[src/rtl/bp_cfg_pkg.sv]
// Shared definitions for the boot-time configuration sequencer: config
// register map, sequencer state encoding and the config write bundle.

`ifndef BP_CFG_PKG_SV
`define BP_CFG_PKG_SV

// Config write bundle, sized by the instantiating module like the other
// common structs of the codebase.
`define BP_CFG_DECLARE_WRITE_S(core_w, addr_w, data_w) \
  typedef struct packed {                              \
    logic [core_w-1:0] core_id;                        \
    logic [addr_w-1:0] addr;                           \
    logic [data_w-1:0] data;                           \
  } bp_cfg_write_s

package bp_cfg_pkg;

  // Per-core config register map
  localparam logic [15:0] bp_cfg_addr_freeze_gp     = 16'h0000;
  localparam logic [15:0] bp_cfg_addr_core_id_gp    = 16'h0001;
  localparam logic [15:0] bp_cfg_addr_cce_id_gp     = 16'h0002;
  localparam logic [15:0] bp_cfg_addr_instr_base_gp = 16'h8000;

  typedef enum logic [2:0] {
    e_cfg_idle,
    e_cfg_freeze,
    e_cfg_core_id,
    e_cfg_cce_id,
    e_cfg_rom_req,
    e_cfg_instr,
    e_cfg_unfreeze,
    e_cfg_done
  } bp_cfg_state_e;

  // Index width for n items; never below one bit so single-item
  // configurations still get a real port.
  function automatic int unsigned bp_cfg_ptr_width(input int unsigned n);
    return (n > 1) ? $clog2(n) : 1;
  endfunction

endpackage

`endif

[src/rtl/bsg_counter_clear_up.sv]
// Up counter with synchronous clear; clear and up together restart the
// count at up_i. Reset is active-high, as elsewhere in the bsg library.

module bsg_counter_clear_up #(
  parameter int unsigned max_val_p  = 1,
  parameter int unsigned init_val_p = 0,
  parameter int unsigned width_p    = (max_val_p > 0) ? $clog2(max_val_p + 1) : 1
) (
  input  logic               clk_i,
  input  logic               reset_i,
  input  logic               clear_i,
  input  logic               up_i,
  output logic [width_p-1:0] count_o
);

  // Count register: reset, then clear, then increment
  // NOTE: state registers use non-blocking assignment so every flop in the
  // design samples pre-edge values regardless of block evaluation order.
  always_ff @(posedge clk_i) begin
    if (reset_i)
      count_o <= width_p'(init_val_p);
    else if (clear_i)
      count_o <= width_p'(up_i);
    else if (up_i)
      count_o <= count_o + width_p'(1);
  end

endmodule

[src/rtl/bp_cfg_sequencer.sv]
// Boot-time configuration sequencer. Walks every core, writing freeze,
// core id, CCE id and the CCE instruction RAM image fetched from a
// synchronous boot ROM, then releases freeze on each core in order.

module bp_cfg_sequencer
  import bp_cfg_pkg::*;
#(
  parameter int unsigned num_core_p              = 1,
  parameter int unsigned num_cce_instr_ram_els_p = 256,
  parameter int unsigned cfg_addr_width_p        = 16,
  parameter int unsigned cfg_data_width_p        = 64
) (
  input  logic                                                  clk_i,
  input  logic                                                  reset_n_i,
  input  logic                                                  start_i,
  output logic                                                  busy_o,
  output logic                                                  done_o,
  output logic [bp_cfg_ptr_width(num_cce_instr_ram_els_p)-1:0]  rom_addr_o,
  input  logic [cfg_data_width_p-1:0]                           rom_data_i,
  output logic                                                  cfg_v_o,
  input  logic                                                  cfg_ready_i,
  output logic [bp_cfg_ptr_width(num_core_p)-1:0]               cfg_core_id_o,
  output logic [cfg_addr_width_p-1:0]                           cfg_addr_o,
  output logic [cfg_data_width_p-1:0]                           cfg_data_o
);

  localparam int unsigned core_id_width_lp   = bp_cfg_ptr_width(num_core_p);
  localparam int unsigned instr_idx_width_lp = bp_cfg_ptr_width(num_cce_instr_ram_els_p);

  localparam logic [cfg_addr_width_p-1:0] freeze_addr_lp     = cfg_addr_width_p'(bp_cfg_addr_freeze_gp);
  localparam logic [cfg_addr_width_p-1:0] core_id_addr_lp    = cfg_addr_width_p'(bp_cfg_addr_core_id_gp);
  localparam logic [cfg_addr_width_p-1:0] cce_id_addr_lp     = cfg_addr_width_p'(bp_cfg_addr_cce_id_gp);
  localparam logic [cfg_addr_width_p-1:0] instr_base_addr_lp = cfg_addr_width_p'(bp_cfg_addr_instr_base_gp);

  `BP_CFG_DECLARE_WRITE_S(core_id_width_lp, cfg_addr_width_p, cfg_data_width_p);

  bp_cfg_state_e                 state_r;
  logic                          cfg_v_r;
  logic [cfg_addr_width_p-1:0]   cfg_addr_r;
  logic [cfg_data_width_p-1:0]   cfg_data_r;
  logic [instr_idx_width_lp-1:0] rom_addr_r;
  logic                          busy_r;
  logic                          done_r;
  logic                          instr_fresh_r;  // first INSTR cycle: ROM word is on rom_data_i
  logic [cfg_data_width_p-1:0]   instr_hold_r;   // ROM word kept across config stalls

  logic [core_id_width_lp-1:0]   core_cnt;
  logic [instr_idx_width_lp-1:0] instr_cnt;
  logic                          core_up, core_clr, instr_up, instr_clr;

  logic transfer, core_last, instr_last, start_accept;
  bp_cfg_write_s cfg_w;

  assign transfer     = cfg_v_r & cfg_ready_i;
  assign core_last    = (core_cnt == core_id_width_lp'(num_core_p - 1));
  assign instr_last   = (instr_cnt == instr_idx_width_lp'(num_cce_instr_ram_els_p - 1));
  assign start_accept = start_i & ((state_r == e_cfg_idle) | (state_r == e_cfg_done));

  bsg_counter_clear_up #(
    .max_val_p (num_core_p - 1),
    .width_p   (core_id_width_lp)
  ) core_counter (
    .clk_i   (clk_i),
    .reset_i (~reset_n_i),
    .clear_i (core_clr),
    .up_i    (core_up),
    .count_o (core_cnt)
  );

  bsg_counter_clear_up #(
    .max_val_p (num_cce_instr_ram_els_p - 1),
    .width_p   (instr_idx_width_lp)
  ) instr_counter (
    .clk_i   (clk_i),
    .reset_i (~reset_n_i),
    .clear_i (instr_clr),
    .up_i    (instr_up),
    .count_o (instr_cnt)
  );

  // Counter steering: terminal compares decide between increment and clear
  always_comb begin
    // NOTE: every combinational output gets a default first so no path
    // through the block leaves it unassigned and infers a latch.
    core_up   = 1'b0;
    core_clr  = start_accept;
    instr_up  = 1'b0;
    instr_clr = start_accept;
    if (transfer) begin
      unique case (state_r)
        e_cfg_cce_id: instr_clr = 1'b1;
        e_cfg_instr: begin
          if (!instr_last) begin
            instr_up = 1'b1;
          end else begin
            instr_clr = 1'b1;
            core_up   = !core_last;
            core_clr  = core_last;
          end
        end
        e_cfg_unfreeze: begin
          core_up  = !core_last;
          core_clr = core_last;
        end
        default: ;
      endcase
    end
  end

  // Sequencer FSM with registered handshake, address and status outputs
  always_ff @(posedge clk_i) begin
    if (!reset_n_i) begin
      state_r       <= e_cfg_idle;
      cfg_v_r       <= 1'b0;
      cfg_addr_r    <= '0;
      cfg_data_r    <= '0;
      rom_addr_r    <= '0;
      busy_r        <= 1'b0;
      done_r        <= 1'b0;
      instr_fresh_r <= 1'b0;
      instr_hold_r  <= '0;
    end else begin
      instr_fresh_r <= 1'b0;
      if (instr_fresh_r)
        instr_hold_r <= rom_data_i;

      unique case (state_r)
        e_cfg_idle, e_cfg_done: begin
          if (start_i) begin
            state_r    <= e_cfg_freeze;
            cfg_v_r    <= 1'b1;
            cfg_addr_r <= freeze_addr_lp;
            cfg_data_r <= cfg_data_width_p'(1);
            busy_r     <= 1'b1;
            done_r     <= 1'b0;
          end
        end
        e_cfg_freeze: begin
          if (transfer) begin
            state_r    <= e_cfg_core_id;
            cfg_addr_r <= core_id_addr_lp;
            cfg_data_r <= cfg_data_width_p'(core_cnt);
          end
        end
        e_cfg_core_id: begin
          if (transfer) begin
            state_r    <= e_cfg_cce_id;
            cfg_addr_r <= cce_id_addr_lp;
            cfg_data_r <= cfg_data_width_p'(core_cnt);
          end
        end
        e_cfg_cce_id: begin
          if (transfer) begin
            state_r    <= e_cfg_rom_req;
            cfg_v_r    <= 1'b0;
            rom_addr_r <= '0;
          end
        end
        e_cfg_rom_req: begin
          // The ROM answers next cycle; INSTR forwards it on its first cycle
          state_r       <= e_cfg_instr;
          cfg_v_r       <= 1'b1;
          cfg_addr_r    <= instr_base_addr_lp + cfg_addr_width_p'(instr_cnt);
          instr_fresh_r <= 1'b1;
        end
        e_cfg_instr: begin
          if (transfer) begin
            if (!instr_last) begin
              state_r    <= e_cfg_rom_req;
              cfg_v_r    <= 1'b0;
              rom_addr_r <= instr_cnt + instr_idx_width_lp'(1);
            end else if (!core_last) begin
              state_r    <= e_cfg_freeze;
              cfg_addr_r <= freeze_addr_lp;
              cfg_data_r <= cfg_data_width_p'(1);
            end else begin
              state_r    <= e_cfg_unfreeze;
              cfg_addr_r <= freeze_addr_lp;
              cfg_data_r <= '0;
            end
          end
        end
        e_cfg_unfreeze: begin
          if (transfer && core_last) begin
            state_r    <= e_cfg_done;
            cfg_v_r    <= 1'b0;
            cfg_addr_r <= '0;
            busy_r     <= 1'b0;
            done_r     <= 1'b1;
          end
        end
        default: state_r <= e_cfg_idle;
      endcase
    end
  end

  // Output bundle; instruction data bypasses the holding register on the
  // cycle the ROM word arrives
  always_comb begin
    cfg_w = '{core_id: core_cnt, addr: cfg_addr_r, data: cfg_data_r};
    if (state_r == e_cfg_instr)
      cfg_w.data = instr_fresh_r ? rom_data_i : instr_hold_r;
  end

  assign cfg_v_o       = cfg_v_r;
  assign cfg_core_id_o = cfg_w.core_id;
  assign cfg_addr_o    = cfg_w.addr;
  assign cfg_data_o    = cfg_w.data;
  assign rom_addr_o    = rom_addr_r;
  assign busy_o        = busy_r;
  assign done_o        = done_r;

endmodule

[config.mk]
export PLATFORM = sky130hd
export DESIGN_NAME = bp_cfg_sequencer
export DESIGN_NICKNAME = d
export VERILOG_FILES = /design/src/rtl/bp_cfg_pkg.sv /design/src/rtl/bsg_counter_clear_up.sv /design/src/rtl/bp_cfg_sequencer.sv
export SDC_FILE = /design/constraint.sdc
export NUM_CORES = 1
export LEC_CHECK = 0
export BUFFER_PORTS_ARGS = -buffer_cell sky130_fd_sc_hd__buf_2
export CAP_MARGIN = 20
export CORE_MARGIN = 2
export CORE_UTILIZATION = 50
export CTS_CLUSTER_DIAMETER = 30
export DETAILED_ROUTE_END_ITERATION = 8
export GPL_TIMING_DRIVEN = 0
export PLACE_DENSITY = 0.79
export REMOVE_ABC_BUFFERS = 1
export SYNTH_ARGS = -nofsm -noshare
export SYNTH_HDL_FRONTEND = slang
export SYNTH_SLANG_ARGS = --single-unit
[constraint.sdc]
create_clock -name clk_i -period 5.2 [get_ports clk_i]
set_input_delay 1.04 -clock clk_i [delete_from_list [all_inputs] [get_ports clk_i]]
set_output_delay 1.04 -clock clk_i [all_outputs]
set_load 0.01 [all_outputs]
==> summary.md, run 1 <==
| Metric | Value |
|---|---|
| Placer congestion estimate | 0.820 |
| Share of layout cells above drive strength 1 | 29.9% |
| Combinational share of power | 6.2% |
| Largest net degree at the start of global routing | roughly 60 |
| CP Launch Point | state_r[1] |
| Area delta synth->final | 21.7% |
| Worst r2r src | state_r[1] |
| Critical Path End Type | output pin |
| Hold WS | 456 ps |
| IO Count | 160 |
| Max-cap violations | 0 |
| Rel. slew slack | around two fifths |
| Hold-fix buffers at CTS | 0 |
| Clk sinks | 98 |
| DRC Markers | 0 |
| Clock power frac | 36.0% |
| Share of the synthesized area in the top cell type | 45.6% |
| RSZ-0062 raised after global routing | false |
| EDFF count, synth | 0 |
| Initial DRC count | 151 |
| Crit-path cells | and2b_2 -> nand2_2 -> buf_12 -> nor2_1 -> buf_2 |
| Cell Area, Synth | 0.00430 mm² |
| Final WS setup | 1790 ps |
| Synthesized flop and latch total | a little under 100 |
| CP Data Required Time | 4160 ps |
| Critical-path maximum fanout | 37 |
| TNS Setup | 0 ps |
| Pleak | between 2 and 2.5 nW |
| VDD IR max | 0.000136 V |
| Sequential area share after synthesis | 45.6% |
| Hold Path Origin | busy_o |
| Postcts setup bufs | 0 |
| Total power | around 0.0013 W |
| Final Cycle Share | 65.7% |
| Outcome | completed |
| Ant diodes | 0 |
| Final hold vios | 0 |
| Synth top cells by count | 144 x nor2_1, 98 x dfxtp_1, 66 x mux2i_1, 22 x nand2_1, 20 x a21oi_1 |
| R2r endpoint | cfg_addr_o[2] |
| CTS buffer count | 9 |
| I/O Buffers | ~150 |
| WP buf/inv | 2 |
| Slew Viols, Final | 0 |
| Post-Place Cells | 715 |
| Core ar. | slightly above 0.008 mm² |
| Global route overflow | 0 |
| Worst Skew | 9.23 ps |
| Worst r2r path cells | 6 |
| PwrDens | 251 mW/mm² |
| Crit-path max cell delay | 730 ps |
| Count of cell types in the netlist | 53 |
| Sequential share of power | between 50 and 60% |
| Wire per inst | 13.6 µm |
| Cell Rows | 33 |
| DP HPWL | approximately 7.2 mm |
| Starting density of the core | 52.1% |
| TritonCTS clock tree | built |
| First-pass GRT wire length | 16.5 mm |
| Total track usage | 20.9% |
| Vias | ~3.8k |
| Hold Crit Endpoint | busy_o |
| Cell taking the most area after synthesis | dfxtp_1 |
| Worst Hold Path Cells | 2 |
| Synth area leaders | dfxtp_1 46%, mux2i_1 15%, nor2_1 13% |
| Delay-heaviest family, CP | simple AND/OR/NAND/NOR gates |
| Period minus WS final | between 3000 and 4000 ps |
| Mean Syn Cell Area | approximately 8.8 µm² |
| H-tree levels | 3 |
| WL final | 9.92 mm |
| Vias/cell | 5.18 |
| Max Fclk | about 290 MHz |
| Worst EP arrival | between 2000 and 2500 ps |
| Hold Path Class | flop to flop |
| CTS root buf | clkbuf_8 |
| Initial antenna violation count | 0 |
| Die area | 0.00936 mm² |
| Crit Path Category | flop to output pin |
| Clock transition at path regs | roughly 90 ps |
| Post-route antenna net violation count | 0 |
| CTS Buffer Depth | 2 |
| Net switching power | between 0.0003 and 0.0004 W |
| Crit path launch type | flop |
| Synth Flop Type | dfxtp_1 |
| Sw Share | 24.1% |
| Yosys warning count | 0 |
| Die W | 96.8 µm |
| First-pass iteration count of the detailed router | 4 |
| Cell internal pwr | between 0.0009 and 0.001 W |
| PostCTS Resize Cnt | 0 |
| Insertion delay to the later sink of the worst-skew pair | 350 ps |
| Slew at the pin closest to its max-slew limit | 922 ps |
| R2R Setup Slk | about 2600 ps |
| Post-place setup slack | ~2200 ps |
| CP max stage cell | dfxtp_1 |
| Chip height | 96.8 µm |
| Final Setup Violations | 0 |
| Cells after Synth | about 500 |
| Non-Filler Instances | around 730 |
| Most frequent cell after synthesis | nor2_1 |
| Ys async rst share | 0% |
| Vias in the first global route | 3,579 |
| Final nets | 690 |
-- power groups by stage --
stage / clock, W / sequential (W) / combinational [W]
2_1_floorplan: 0 / 0.000779 / 0.0000372
3_3_place_gp: 0 / 0.000779 / 0.0000760
3_5_place_dp: 0 / 0.000779 / 0.0000805
4_1_cts: 0.000485 / 0.000761 / 0.0000808
5_1_grt: 0.000518 / 0.000763 / 0.0000882
6_report: 0.000474 / 0.000762 / 0.0000810
-- routing by layer --
| metal | vias up | track usage, % | routed length (µm) |
|---|---|---|---|
| met3 | 20 | 5.06 | 617 |
| met5 | - | 0 | 0 |
| met4 | 0 | 6.72 | 191 |
| met1 | 1750 | 25.3 | 4200 |
| li1 | 1875 | - | - |
| met2 | 140 | 36.4 | 4910 |
-- tightest hold or removal path: cells and delay by family (launching register included) --
kind | cells | cell delay (ps)
AO/OA/AOI/OAI | 1 | 50
AND/OR/NAND/NOR | 1 | 50
flip-flops | 1 | 320
-- how the worst max path moves through the flow --
stage,endpoint,cells after the start
after floorplan,cfg_data_o[0],2
after global placement,cfg_data_o[4],3
after detailed placement,cfg_data_o[44],5
after CTS,cfg_data_o[44],5
after global routing,cfg_data_o[49],5
final,cfg_data_o[44],5
-- cell type report --
class | instances | area [µm²]
multi-input cells | 353 | 2110
well taps | 105 | 131
clock buffers | 11 | 151
repair buffers | 155 | 821
clock inverters | 5 | 45.0
fillers | 712 | 3020
flip-flops and latches | 98 | 1970
inverters | 4 | 15.0
-- through the flow --
step / instance area [µm²] / util, %
2_1_floorplan: 4080 / -
3_3_place_gp: 4970 / 60.2
3_5_place_dp: 5040 / 61.0
4_1_cts: 5240 / 63.4
5_1_grt: 5240 / 63.4
6_report: 5240 / 63.4
-- logic make-up (layout without fill, tap and decap cells) --
kind of cell / Yosys count / count (layout) / share of synthesized area [%]
flops: 98 / 98 / 45.6
fa+ha+maj: 1 / 1 / 0.291
buf+inv: 46 / 175 / 5.99
xor+xnor: 11 / 11 / 2.24
mux: 66 / 66 / 15.4
compound gates: 56 / 56 / 8.87
other cells: 1 / 7 / 0.0872
simple gates: 212 / 212 / 21.6
-- layout by cell type, fill, tap and decap left out, types with 3 or more instances in the layout --
master and instances:
buf_2 152, a22o_1 6, and3_1 4, a21oi_1 20, nor2_1 144, o21a_1 3
o21ai_0 8, nand2b_1 7, clkbuf_8 11, a21o_1 3, inv_1 3, xnor2_1 8
dfxtp_1 97, mux2i_1 66, buf_12 3, conb_1 7, nand3_1 13, nor3_1 3
xor2_1 3, nand2_1 21
-- registers in the layout (all words and copies together) (netlist names) --
register               count
instr_hold_r              64
cfg_addr_o                 9
instr_counter.count_o      8
rom_addr_o                 8
state_r                    3
busy_o                     1
cfg_data_r                 1
cfg_v_o                    1
core_counter.count_o       1
done_o                     1
instr_fresh_r              1
No activity file was read; power rests on OpenSTA's default activity.
==> run 2: changes to the inputs <==
CORE_UTILIZATION = 49   (was 50)
PLACE_DENSITY = 0.78   (was 0.79)
clock period = 3.4 ns   (was 5.2 ns; I/O delays follow)
==> run 2 against run 1 <==
Hold slack better by 2.9 ps. Clock skew decreased by 2.0 ps. First-iteration DRC count down 28%. Die area grew 2.0%. Sequential share of layout area about the same. Critical path depth unchanged. Sequential power rose by 52%.
==> summary.md, run 2 (synthesis results as in run 1) <==
| Metric | Value |
|---|---|
| Insertion delay to the later sink of the worst-skew pair | 350 ps |
| Most frequent cells in the layout | 152 x buf_2, 144 x nor2_1, 97 x dfxtp_1 |
| Share of layout cells above drive strength 1 | 29.7% |
| Postcts setup bufs | 0 |
| Final hold vios | 0 |
| Worst r2r src | state_r[1] |
| Ant diodes | 0 |
| Non-Filler Instances | 734 |
| CTS root buf | clkbuf_8 |
| Core Util, Final | 60.6% |
| Global route overflow | 0 |
| Hold Path Origin | cfg_addr_o[15] |
| Vias | 3,741 |
| CP Launch Point | state_r[1] |
| Filler cells | a little under 800 |
| Die area | 0.00954 mm² |
| Area delta synth->final | 21.6% |
| Vias in the first global route | roughly 3.4k |
| Total power | 0.00195 W |
| Commonest non-fill, non-tap cell in the layout | buf_2 |
| Worst EP arrival | ~2300 ps |
| Reg with most FFs | instr_hold_r |
| Critical-path maximum fanout | 36 |
| Vias/cell | 5.10 |
| Outcome | completed |
| Final Setup Violations | 0 |
| Critical Path End Type | output pin |
| DP HPWL | 6.99 mm |
| CP Data Required Time | 2720 ps |
| TritonCTS clock tree | built |
| Clock transition at path regs | roughly 90 ps |
| Total track usage | 19.6% |
| IO Count | 160 |
| RSZ-0062 raised after global routing | false |
| Placer congestion estimate | 0.815 |
| Die W | 97.7 µm |
| Wire per inst | approximately 13 µm |
| Slew at the pin closest to its max-slew limit | 961 ps |
| Pleak | 2.21 nW |
| Max Fclk | ~330 MHz |
| Hold Path Class | flop to flop |
| Max-cap violations | 0 |
| CTS buffer count | 9 |
| Rel. slew slack | 35.9% |
| Max reg flops | 64 |
| Initial antenna violation count | 0 |
| Cell Rows | 34 |
| Final nets | 691 |
| Worst Skew | roughly 7 ps |
| VDD IR max | 0.000234 V |
| Period minus WS final | 3020 ps |
| Slew Viols, Final | 0 |
| Clk sinks | 98 |
| First-pass GRT wire length | 15.5 mm |
| Post-Place Cells | about 720 |
| Initial DRC count | 108 |
| Largest net degree at the start of global routing | 40 |
| Post-route antenna net violation count | 0 |
| PostCTS Resize Cnt | 0 |
| PwrDens | 373 mW/mm² |
| DRC Markers | 0 |
| I/O Buffers | around 150 |
| Core ar. | between 0.008 and 0.009 mm² |
| WL final | ~9.6 mm |
| Starting density of the core | about 50% |
| Final Cycle Share | 88.9% |
| H-tree levels | 3 |
| Crit Path Category | flop to output pin |
| First-pass iteration count of the detailed router | 5 |
| Hold-fix buffers at CTS | 0 |
| CTS Buffer Depth | 2 |
| Chip height | between 90 and 100 µm |
| Crit path launch type | flop |
## run 2: changes by cell type in the layout (fill, tap and decap cells not counted), sizes merged
cell	previous run	this run
buf	155	156
inv	7	6
clkbuf	11	10
clkinvlp	1	2
## run 2: metrics by stage
| stage | cell area, µm² | hold slack, ps | setup slack, ps | TNS, ps |
|---|---|---|---|---|
| floorplan | 4080 | 456 | -162 | -6450 |
| global placement | 4980 | 435 | -845 | -50670 |
| detailed placement | 5060 | 441 | 770 | 0 |
| CTS | 5230 | 464 | 362 | 0 |
| global route | 5230 | 480 | 194 | 0 |
| finish | 5230 | 459 | 376 | 0 |
## run 2: power by group
| group | internal (W) | leakage [nW] | total [W] | switching (W) |
|---|---|---|---|---|
| Clock | 0.000267 | 0.0793 | 0.000659 | 0.000393 |
| Sequential | 0.00115 | 0.791 | 0.00116 | 0.0000115 |
| Combinational | 0.0000582 | 1.34 | 0.000126 | 0.0000681 |
| Total | 0.00148 | 2.21 | 0.00195 | 0.000472 |
## run 2: final timing paths
path | end | slack (ps) | cells after the start
hold reg to reg | cfg_addr_o[15] | 460 | 1
setup reg to reg | cfg_addr_o[3] | 830 | 6
hold / removal | cfg_addr_o[15] | 460 | 1
setup / recovery | cfg_data_o[39] | 380 | 5
## run 2: layout make-up
type                            count  area [µm²]  area share, %
Tap cell                          108         135           2.58
Multi-Input combinational cell    353        2110           40.3
Clock inverter                      5        38.8          0.742
Sequential cell                    98        1970           37.6
Inverter                            4        15.0          0.287
Timing Repair Buffer              156         841           16.1
Clock buffer                       10         128           2.44
## run 2: metal layers
layer / vias to the layer above / wire [µm] / GRT usage (%)
li1: 1874 / - / -
met1: 1705 / 4270 / 25.6
met2: 148 / 4560 / 31.9
met3: 14 / 621 / 3.88
met4: 0 / 134 / 7.59
met5: - / 0 / 0
## run 2: worst max-delay path, stage by stage, from the launching register on
cell and delay [ps]:
dfxtp_1 720, and2b_2 330, nand2_2 450, buf_12 270, nor2_1 80, buf_2 150
